## src/rtl/pipe_stage_buf_pkg.sv

```systemverilog
// Shared definitions for the pipeline stage buffer.
//   INST_NOP : bubble instruction shown when the stage holds no entry
//   InstBus  : instruction word width
//   state_e  : occupancy state encoding (EMPTY=0, ONE=1, FULL=2)
package pipe_stage_buf_pkg;

  localparam int unsigned InstBus = 32;

  localparam logic [InstBus-1:0] INST_NOP = 32'h0000_0013;

  typedef enum logic [1:0] {
    StEmpty = 2'd0,
    StOne   = 2'd1,
    StFull  = 2'd2
  } state_e;

endpackage

```

## src/rtl/pipe_stage_buf_if.sv

```systemverilog
// Handshake bundle between two core stages plus the ctrl hold/flush lines.
//   slave  : stage-buffer side (consumes s_*, hold, flush; produces m_*, s_ready, cnt)
//   master : environment side (the mirror image)
interface pipe_stage_buf_if #(
  parameter int unsigned DW = 64
);
  import pipe_stage_buf_pkg::*;

  logic               s_valid_i;
  logic               s_ready_o;
  logic [InstBus-1:0] s_inst_i;
  logic [DW-1:0]      s_data_i;
  logic               m_valid_o;
  logic               m_ready_i;
  logic [InstBus-1:0] m_inst_o;
  logic [DW-1:0]      m_data_o;
  logic               hold_i;
  logic               flush_i;
  logic [1:0]         cnt_o;

  modport slave (
    input  s_valid_i, s_inst_i, s_data_i, m_ready_i, hold_i, flush_i,
    output s_ready_o, m_valid_o, m_inst_o, m_data_o, cnt_o
  );

  modport master (
    output s_valid_i, s_inst_i, s_data_i, m_ready_i, hold_i, flush_i,
    input  s_ready_o, m_valid_o, m_inst_o, m_data_o, cnt_o
  );

endinterface

```

## src/rtl/gnrl_dfflrd.sv

```systemverilog
// Load-enable flip-flop with asynchronous active-low reset to a default value.
//   clk, rstn : clock, async active-low reset
//   lden      : load enable
//   dnxt      : next value
//   qout      : registered value (DEFAULT after reset)
module gnrl_dfflrd #(
  parameter int unsigned     DW      = 32,
  parameter logic [DW-1:0]   DEFAULT = '0
) (
  input  logic          clk,
  input  logic          rstn,
  input  logic          lden,
  input  logic [DW-1:0] dnxt,
  output logic [DW-1:0] qout
);

  always_ff @(posedge clk or negedge rstn) begin
    if (!rstn) begin
      qout <= DEFAULT;
    end else if (lden) begin
      qout <= dnxt;
    end
  end

endmodule

```

## src/rtl/pipe_stage_buf.sv

```systemverilog
// Parametrised inter-stage register with valid/ready handshake.
//   clk, rstn : clock, async active-low reset
//   bus       : s_* upstream side, m_* downstream side, hold/flush ctrl, cnt occupancy
// SKID=1 gives a 2-entry skid buffer whose s_ready_o depends only on registered
// state; SKID=0 gives a single entry with s_ready_o following m_ready_i.
// An empty main register always carries {INST_NOP, 0} so the next stage sees a bubble.
module pipe_stage_buf
  import pipe_stage_buf_pkg::*;
#(
  parameter int unsigned        DW       = 64,
  parameter bit                 SKID     = 1'b1,
  parameter logic [InstBus-1:0] INST_NOP = pipe_stage_buf_pkg::INST_NOP
) (
  input  logic                clk,
  input  logic                rstn,
  pipe_stage_buf_if.slave     bus
);

  localparam int unsigned    EW       = InstBus + DW;
  localparam logic [EW-1:0]  EntryNop = {INST_NOP, {DW{1'b0}}};

  state_e          state_q, state_d;
  logic            main_valid, skid_valid;
  logic            s_ready, m_valid;
  logic            push, pop;
  logic [EW-1:0]   in_entry;
  logic [EW-1:0]   main_q, main_d, skid_q, skid_d;
  logic            main_en, skid_en;

  assign main_valid = (state_q != StEmpty);
  assign skid_valid = (state_q == StFull);
  assign in_entry   = {bus.s_inst_i, bus.s_data_i};

  always_comb begin
    if (SKID) begin
      s_ready = !skid_valid && !bus.hold_i;
    end else begin
      s_ready = (!main_valid || bus.m_ready_i) && !bus.hold_i;
    end
    m_valid = main_valid && !bus.hold_i;
    push    = bus.s_valid_i && s_ready;
    pop     = m_valid && bus.m_ready_i;
  end

  // Next state and register loads; flush wins over everything, hold freezes.
  always_comb begin
    state_d = state_q;
    main_en = 1'b0;
    main_d  = main_q;
    skid_en = 1'b0;
    skid_d  = skid_q;
    if (bus.flush_i) begin
      state_d = StEmpty;
      main_en = 1'b1;
      main_d  = EntryNop;
      skid_en = 1'b1;
      skid_d  = EntryNop;
    end else if (!bus.hold_i) begin
      case (state_q)
        StEmpty: begin
          if (push) begin
            state_d = StOne;
            main_en = 1'b1;
            main_d  = in_entry;
          end
        end
        StOne: begin
          if (push && pop) begin
            main_en = 1'b1;
            main_d  = in_entry;
          end else if (push && SKID) begin
            state_d = StFull;
            skid_en = 1'b1;
            skid_d  = in_entry;
          end else if (pop) begin
            state_d = StEmpty;
            main_en = 1'b1;
            main_d  = EntryNop;
          end
        end
        StFull: begin
          // s_ready is low here, so only a pop can happen; skid moves up to keep order.
          if (pop) begin
            state_d = StOne;
            main_en = 1'b1;
            main_d  = skid_q;
            skid_en = 1'b1;
            skid_d  = EntryNop;
          end
        end
        default: begin
          state_d = StEmpty;
          main_en = 1'b1;
          main_d  = EntryNop;
          skid_en = 1'b1;
          skid_d  = EntryNop;
        end
      endcase
    end
  end

  always_ff @(posedge clk or negedge rstn) begin
    if (!rstn) begin
      state_q <= StEmpty;
    end else begin
      state_q <= state_d;
    end
  end

  gnrl_dfflrd #(
    .DW      (EW),
    .DEFAULT (EntryNop)
  ) u_main_reg (
    .clk  (clk),
    .rstn (rstn),
    .lden (main_en),
    .dnxt (main_d),
    .qout (main_q)
  );

  // With SKID=0 the FSM never reaches FULL, so this register never loads.
  gnrl_dfflrd #(
    .DW      (EW),
    .DEFAULT (EntryNop)
  ) u_skid_reg (
    .clk  (clk),
    .rstn (rstn),
    .lden (skid_en),
    .dnxt (skid_d),
    .qout (skid_q)
  );

  always_comb begin
    bus.s_ready_o = s_ready;
    bus.m_valid_o = m_valid;
    bus.m_inst_o  = main_q[EW-1 -: InstBus];
    bus.m_data_o  = main_q[DW-1:0];
    bus.cnt_o     = {1'b0, main_valid} + {1'b0, skid_valid};
  end

endmodule

```

## src/flat_wrapper.sv

```systemverilog
// flat-port wrapper written by rule: the top's interface ports become plain ports
module pipe_stage_buf_flat import pipe_stage_buf_pkg::*;
#(
  parameter int unsigned        DW       = 64,
  parameter bit                 SKID     = 1'b1,
  parameter logic [InstBus-1:0] INST_NOP = pipe_stage_buf_pkg::INST_NOP
)
  (clk, rstn, bus_s_valid_i, bus_s_inst_i, bus_s_data_i, bus_m_ready_i, bus_hold_i, bus_flush_i, bus_s_ready_o, bus_m_valid_o, bus_m_inst_o, bus_m_data_o, bus_cnt_o);
  pipe_stage_buf_if #(.DW(DW)) bus_i ();
  input  logic clk;
  input  logic rstn;
  input wire logic [$bits(bus_i.s_valid_i)-1:0] bus_s_valid_i;
  input wire logic [$bits(bus_i.s_inst_i)-1:0] bus_s_inst_i;
  input wire logic [$bits(bus_i.s_data_i)-1:0] bus_s_data_i;
  input wire logic [$bits(bus_i.m_ready_i)-1:0] bus_m_ready_i;
  input wire logic [$bits(bus_i.hold_i)-1:0] bus_hold_i;
  input wire logic [$bits(bus_i.flush_i)-1:0] bus_flush_i;
  output wire logic [$bits(bus_i.s_ready_o)-1:0] bus_s_ready_o;
  output wire logic [$bits(bus_i.m_valid_o)-1:0] bus_m_valid_o;
  output wire logic [$bits(bus_i.m_inst_o)-1:0] bus_m_inst_o;
  output wire logic [$bits(bus_i.m_data_o)-1:0] bus_m_data_o;
  output wire logic [$bits(bus_i.cnt_o)-1:0] bus_cnt_o;
  assign bus_i.s_valid_i = bus_s_valid_i;
  assign bus_i.s_inst_i = bus_s_inst_i;
  assign bus_i.s_data_i = bus_s_data_i;
  assign bus_i.m_ready_i = bus_m_ready_i;
  assign bus_i.hold_i = bus_hold_i;
  assign bus_i.flush_i = bus_flush_i;
  assign bus_s_ready_o = bus_i.s_ready_o;
  assign bus_m_valid_o = bus_i.m_valid_o;
  assign bus_m_inst_o = bus_i.m_inst_o;
  assign bus_m_data_o = bus_i.m_data_o;
  assign bus_cnt_o = bus_i.cnt_o;
  pipe_stage_buf #(.DW(DW), .SKID(SKID), .INST_NOP(INST_NOP)) u_core (.clk(clk), .rstn(rstn), .bus(bus_i));
endmodule
```

## config.mk

```make
export PLATFORM = sky130hd
export DESIGN_NAME = pipe_stage_buf_flat
export DESIGN_NICKNAME = d
export VERILOG_FILES = /design/src/rtl/pipe_stage_buf_pkg.sv /design/src/rtl/pipe_stage_buf_if.sv /design/src/rtl/gnrl_dfflrd.sv /design/src/rtl/pipe_stage_buf.sv /design/src/flat_wrapper.sv
export SDC_FILE = /design/constraint.sdc
export NUM_CORES = 1
export LEC_CHECK = 0
export ABC_AREA = 0
export BUFFER_PORTS_ARGS = -buffer_cell sky130_fd_sc_hd__buf_4
export CAP_MARGIN = 10
export CORE_MARGIN = 10
export CORE_UTILIZATION = 60
export DETAILED_ROUTE_END_ITERATION = 8
export PLACE_DENSITY = 0.95
export SYNTH_ARGS = -nofsm -noshare
export SYNTH_HDL_FRONTEND = slang
export SYNTH_SLANG_ARGS = --single-unit
```

## constraint.sdc

```tcl
create_clock -name clk -period 5.3 [get_ports clk]
set_input_delay 0.265 -clock clk [delete_from_list [all_inputs] [get_ports clk]]
set_output_delay 0.265 -clock clk [all_outputs]
set_load 0.02 [all_outputs]
```

# Word-level counts from Yosys, hierarchy flattened
# Cells that the tools add are included.
# totals
reg_bits	194
output_inout_bits	100
elab_cells	58
# classes
addsub	1
eq_ne	11
muxes	31
reduce_logical	12
# ops
cell	n
2-to-1 mux 96 bit	10
one-hot mux 96 bit (3 select lines)	2
2-to-1 mux 2 bit	7
AND reduction 6 bit	2
2-to-1 mux 1 bit	9
inequality test 4 x 2 -> 1 bit, second input constant	2
inequality test 3 x 2 -> 1 bit, second input constant	2
inequality test 3 bit, second input constant	2
one-hot mux 1 bit (3 select lines)	2
one-hot mux 2 bit (3 select lines)	1
logical AND 1 bit	5
AND reduction 5 bit	1
inequality test 4 bit, second input constant	1
adder 1 x 1 -> 2 bit	1
== test 2 x 1 -> 1 bit, second input constant	1
== test 2 bit, second input constant	1
zero test 1 bit	2
zero test 2 bit	1
inequality test 2 x 1 -> 1 bit, second input constant	1
inequality test 2 bit, second input constant	1
nonzero test 2 bit	1

# Logic depth before layout (Yosys ltp)
# logic_depth
ltp_word	10
ltp_mapped	8

# Cells and area by module
# Synthesis repeated with hierarchy kept, for this count alone.
# unflattened
cells_unflattened	1658
hier_area_um2	15095.7
# by_module_without_submodules
module	n_inst	cells_each	area_per_inst_um2	seq_area_each_um2
pipe_stage_buf	1	1252	7558.5	50.0
gnrl_dfflrd	2	203	3768.6	2406.1

# Worst setup path before layout
# OpenSTA, ideal clock, no wires.
# synth_path
path_type	reg2reg
start	register u_core.state_q[0]
end	register u_core.u_skid_reg.qout[52]
setup_time_ns	0.079
arrival_ns	1.603
path_slack_ns	3.617
path_stages_with_launch	8
path_buffers	4
synth_period_minus_slack_ns	1.683
cell_sequence	dfrtp_1 buf_4 or2_2 a31oi_1 buf_2 buf_4 buf_6 mux2i_1
# synth_via
elab_chain_cells	10
word_cells_on_any_way	24
cone_classes	eq/ne (6); mux (9); reduce/logical (9)
# synth_lines
item	line	rtl
start, declared	pipe_stage_buf.sv:22	state_e state_q, state_d;
start signal, assigned	pipe_stage_buf.sv:104	state_q <= StEmpty;
start signal, assigned	pipe_stage_buf.sv:106	state_q <= state_d;
== test 2 bit	pipe_stage_buf.sv:31, pipe_stage_buf.sv:59	
zero test 1 bit	pipe_stage_buf.sv:36	s_ready = !skid_valid && !bus.hold_i;
logical AND 1 bit	pipe_stage_buf.sv:36	
logical AND 1 bit	pipe_stage_buf.sv:41	push = bus.s_valid_i && s_ready;
2-to-1 mux 1 bit or logical AND 1 bit (tied branches)	pipe_stage_buf.sv:71, pipe_stage_buf.sv:68	
2-to-1 mux 1 bit	pipe_stage_buf.sv:68	if (push && pop) begin
one-hot mux 1 bit (3 select lines)	pipe_stage_buf.sv:59	case (state_q)
2-to-1 mux 1 bit	pipe_stage_buf.sv:58	end else if (!bus.hold_i) begin
2-to-1 mux 1 bit	pipe_stage_buf.sv:52	if (bus.flush_i) begin
AND reduction 6 bit (no source line)	n/a	
end signal, assigned	gnrl_dfflrd.sv:21	qout <= dnxt;
end, declared	gnrl_dfflrd.sv:14	output logic [DW-1:0] qout
# Several ways; a longest one is shown, not always the timed one. The select of a mux whose other input is x is not followed.
# A chain may end at the register's enable or synchronous reset.

# Worst setup path after layout
# layout_path
start	register u_core.state_q[1]
end	register u_core.u_main_reg.qout[68]
# layout_via
elab_chain_cells	10
word_cells_on_any_way	26
cone_classes	eq/ne (6); mux (11); reduce/logical (9)
# layout_lines
item	line
nonzero test 2 bit or == test 2 bit (tied branches)	pipe_stage_buf.sv:30, pipe_stage_buf.sv:31, pipe_stage_buf.sv:59
logical AND 1 bit or zero test 1 bit (tied branches)	pipe_stage_buf.sv:40, pipe_stage_buf.sv:36
logical AND 1 bit, on equally long branches	pipe_stage_buf.sv:42, pipe_stage_buf.sv:36
2-to-1 mux 1 bit or logical AND 1 bit (tied branches)	pipe_stage_buf.sv:75, pipe_stage_buf.sv:83, pipe_stage_buf.sv:41
2-to-1 mux 1 bit or logical AND 1 bit (tied branches)	pipe_stage_buf.sv:71, pipe_stage_buf.sv:68
2-to-1 mux 1 bit	pipe_stage_buf.sv:68
one-hot mux 1 bit (3 select lines)	pipe_stage_buf.sv:59
2-to-1 mux 1 bit	pipe_stage_buf.sv:58
2-to-1 mux 1 bit	pipe_stage_buf.sv:52
AND reduction 6 bit (no source line)	n/a
end signal, assigned	gnrl_dfflrd.sv:21
end, declared	gnrl_dfflrd.sv:14
# Several ways; a longest one is shown, not always the timed one. The select of a mux whose other input is x is not followed.

==> run_results.csv <==
group,metric,value,unit
timing,hold_violations,0,
yosys,synthArstFlopShare,1.000,
global_route,grt_pass1_wl,42.44,mm
worst_setup_path,required,5660,ps
yosys,yosysUniqueCellTypes,32,
die,io_pins,202,
job,maxCapViolCount,0,
worst_setup_path,reg2reg_depth,5,
global_route,overflow,0,
worst_setup_path,r2r_end,"u_core.u_main_reg.qout[68]$_DFFE_PN1P_",
pwr,swShare,0.2692,
clock_tree,cts_buffer_depth,2,
clock_tree,cts_root_buf,"clkbuf_16",
cells_and_area,drive_gt1_frac,0.2526,
timing,clock_skew,13.27,ps
routing,via_per_inst,5.958,
placement,port_buffers,201,
timing,fin_tns_setup,0,ps
clock_tree,post-cts-setup-buffers,0,
routing,routed_wl,26.45,mm
worst_setup_path,worstSetupStartpoint,"u_core.state_q[1]$_DFFE_PN0P_",
pwr,power_density,296.6,mW/mm²
routing,drtAntennaViolNets,0,
worst_setup_path,regToRegSetupSlack,2110,ps
yosys,syn_avg_cell_area,11.16,µm²
worst_setup_path,path_delay_family,"flip-flops",
routing,drt_iter0_drc,680,
worst_setup_path,cpMaxStageDelayCell,"dfrtp_4",
clock_tree,cts_tree,"done",
worst_setup_path,critPathMaxFanout,75,
global_route,first_global_vias,7799,
timing,max_slew_margin,0.2407,
yosys,yosysSeqAreaShare,0.4956,
timing,fmax,313.3,MHz
cells_and_area,nFillCells,998,
yosys,postSynthCellCount,879,
clock_tree,cts_buffers,17,
cells_and_area,nets,1140,
cells_and_area,seqCellArea,0.004870,mm²
cells_and_area,multiInputGateArea,0.004205,mm²
global_route,grt_max_degree,90,
timing,fin_ws,2109,ps
timing,setup_viol,0,
yosys,ys_warn_count,0,
die,core,0.01594,mm²
worst_setup_path,endpoint_kind,"register",
clock_tree,clk_pin_slew_worst_paths,70,ps
worst_setup_path,reg2reg_from,"u_core.state_q[1]$_DFFE_PN0P_",
timing,drv_slew,0,
die,fp.dieH,147.9,µm
timing,rsz0062_at_grt,"false",
worst_setup_path,path_cells,"nor2b_1 -> o21bai_1 -> a31oi_4 -> buf_12 -> mux2_2",
die,fp.dieW,147.9,µm
routing,route.detailed.drc,0,
worst_setup_path,crit_arrival,3550,ps
placement,dp_slack,2148,ps
worst_setup_path,worstSetupPathType,"register to register",
worst_setup_path,worstSetupEndpoint,"u_core.u_main_reg.qout[68]$_DFFE_PN1P_",
worst_setup_path,crit_path_max_incr_delay,930,ps
timing,whs,78.22,ps
cells_and_area,num_antenna_cells,0,
min_path,hold_class,"input port to register",
routing,first_pass_iters,5,
pwr,clkPwrFrac,0.386,
pwr,vdd_drop_max,248.4,µV
routing,num_vias,7537,
worst_setup_path,cp.depth,5,
pwr,power.internal,2.599,mW
global_route,track_usage,0.2379,
timing,finalCriticalPeriod,3191,ps
yosys,ys_seq_elements,194,
die,start_util,0.6154,
global_route,antenna_found_initial,0,
pwr,p_seq_frac,0.455,
routing,wire_per_inst,20.91,µm
status,status,"complete, no violations",
clock_tree,htreeDepth,4,
pwr,p_comb_frac,0.159,
yosys,synth_area,0.009811,mm²
timing,worst_slew_pin_slew,1139,ps
yosys,syn_nets,982,
pwr,power.leakage,5.480,nW
clock_tree,cts_sinks,194,
timing,fin_crit_sh,0.6021,
placement,hpwl,16.79,mm
yosys,synth-edff-count,0,
placement,gp_congestion,0.8081,
cells_and_area,syn2layout_area_growth,22.25,%
worst_setup_path,critPathBufInv,1,
yosys,ys.flop_type,"dfrtp_1",
die,rows,46,
worst_setup_path,setup.worst_path.start_class,"register",
die,die-area,0.02187,mm²
pwr,switchingPower,957.7,µW
clock_tree,worstSkewPairLatency,440,ps
==> power by group through the flow <==
stage / clock, mW / combinational (mW) / sequential [mW]
floorplan: 0 / 0.269 / 1.68
global placement: 0 / 0.544 / 1.64
detailed placement: 0 / 0.564 / 1.64
CTS: 1.39 / 0.568 / 1.62
global route: 1.45 / 0.609 / 1.63
finish: 1.37 / 0.564 / 1.62
==> worst min-delay path by stage <==
stage,start,end,cells after the start
6_report,bus_s_data_i[37],u_core.u_skid_reg.qout[37]$_DFFE_PN0P_,3
5_1_grt,bus_s_data_i[34],u_core.u_skid_reg.qout[34]$_DFFE_PN0P_,3
4_1_cts,bus_s_data_i[24],u_core.u_skid_reg.qout[24]$_DFFE_PN0P_,3
3_5_place_dp,rstn,u_core.u_main_reg.qout[87]$_DFFE_PN0P_,1
3_3_place_gp,rstn,u_core.u_main_reg.qout[87]$_DFFE_PN0P_,1
2_1_floorplan,rstn,u_core.state_q[0]$_DFFE_PN0P_,0
==> per-layer routing <==
layer	global-route usage	share of wire
met1	0.3079	0.41
met2	0.3814	0.49
met3	0.07631	0.086
met4	0.05401	0.011
met5	0	0
==> worst min-delay path: stages <==
cell and delay, ps:
buf_4 120, nand2_1 50, mux2i_1 50
==> cells in the mapped netlist (5+ instances only) <==
master / count / area share
mux2i_1: 187 / 0.19
a22o_1: 95 / 0.085
mux2_2: 5 / 0.0057
nand2_1: 95 / 0.036
nor2_1: 6 / 0.0023
clkbuf_1: 27 / 0.010
buf_2: 32 / 0.016
dfstp_2: 6 / 0.016
dfrtp_1: 188 / 0.48
inv_1: 100 / 0.038
buf_4: 12 / 0.0092
o2bb2ai_1: 93 / 0.083
==> logic make-up (layout without fill, tap and decap cells) <==
group,Yosys count,in the layout,synth area share
compound gates,204,204,0.1820
flops,194,194,0.4956
mux,192,192,0.1965
buf+inv,177,347,0.07945
simple gates,111,111,0.04515
fa+ha+maj,1,1,0.001275
==> registers in the layout (all words and copies together) (netlist names) <==
name and flops:
u_core.u_main_reg.qout 96, u_core.state_q 2, u_core.u_skid_reg.qout 96
==> repair_timing <==
action                                  CTS  global route
hold endpoints to repair                 69             0
endpoints found under the setup margin    0             0
hold buffers                              1             0
gates resized for setup                   0             0
==> layout make-up <==
type                       instances  area share
clock buffer                      18     0.03662
clock inverter                    13     0.01523
inverter                         101     0.03161
multi-input combinational        508      0.3506
sequential                       194      0.4060
tap                              216     0.02253
timing repair buffer             215      0.1374
==> metrics by stage <==
stage	std cells	total power [mW]	area, µm²	util
after floorplan	879	1.945	9811	-
after global placement	1233	2.185	11360	0.7127
after detailed placement	1233	2.207	11360	0.7127
after CTS	1265	3.571	11990	0.7523
after global routing	1265	3.689	11990	0.7523
final	1265	3.557	11990	0.7523
==> layout by cell type, fill, tap and decap left out, types with 2 or more instances in the layout <==
| cell type | n |
|---|---|
| buf_4 | 211 |
| mux2i_1 | 187 |
| dfrtp_1 | 186 |
| inv_1 | 100 |
| nand2_1 | 95 |
| a22o_1 | 95 |
| o2bb2ai_1 | 93 |
| clkbuf_16 | 17 |
| dfstp_2 | 6 |
| nor2_1 | 5 |
| mux2_2 | 5 |
| nand2b_1 | 4 |
| a221oi_1 | 4 |
| bufinv_16 | 4 |
| clkinv_2 | 4 |
| o21ai_0 | 3 |
| a31oi_4 | 2 |
| a22oi_1 | 2 |
| clkinv_4 | 2 |
| clkbuf_8 | 2 |
| inv_6 | 2 |
| buf_12 | 2 |
| dfrtp_4 | 2 |
Power figures use the tool's default switching activity.
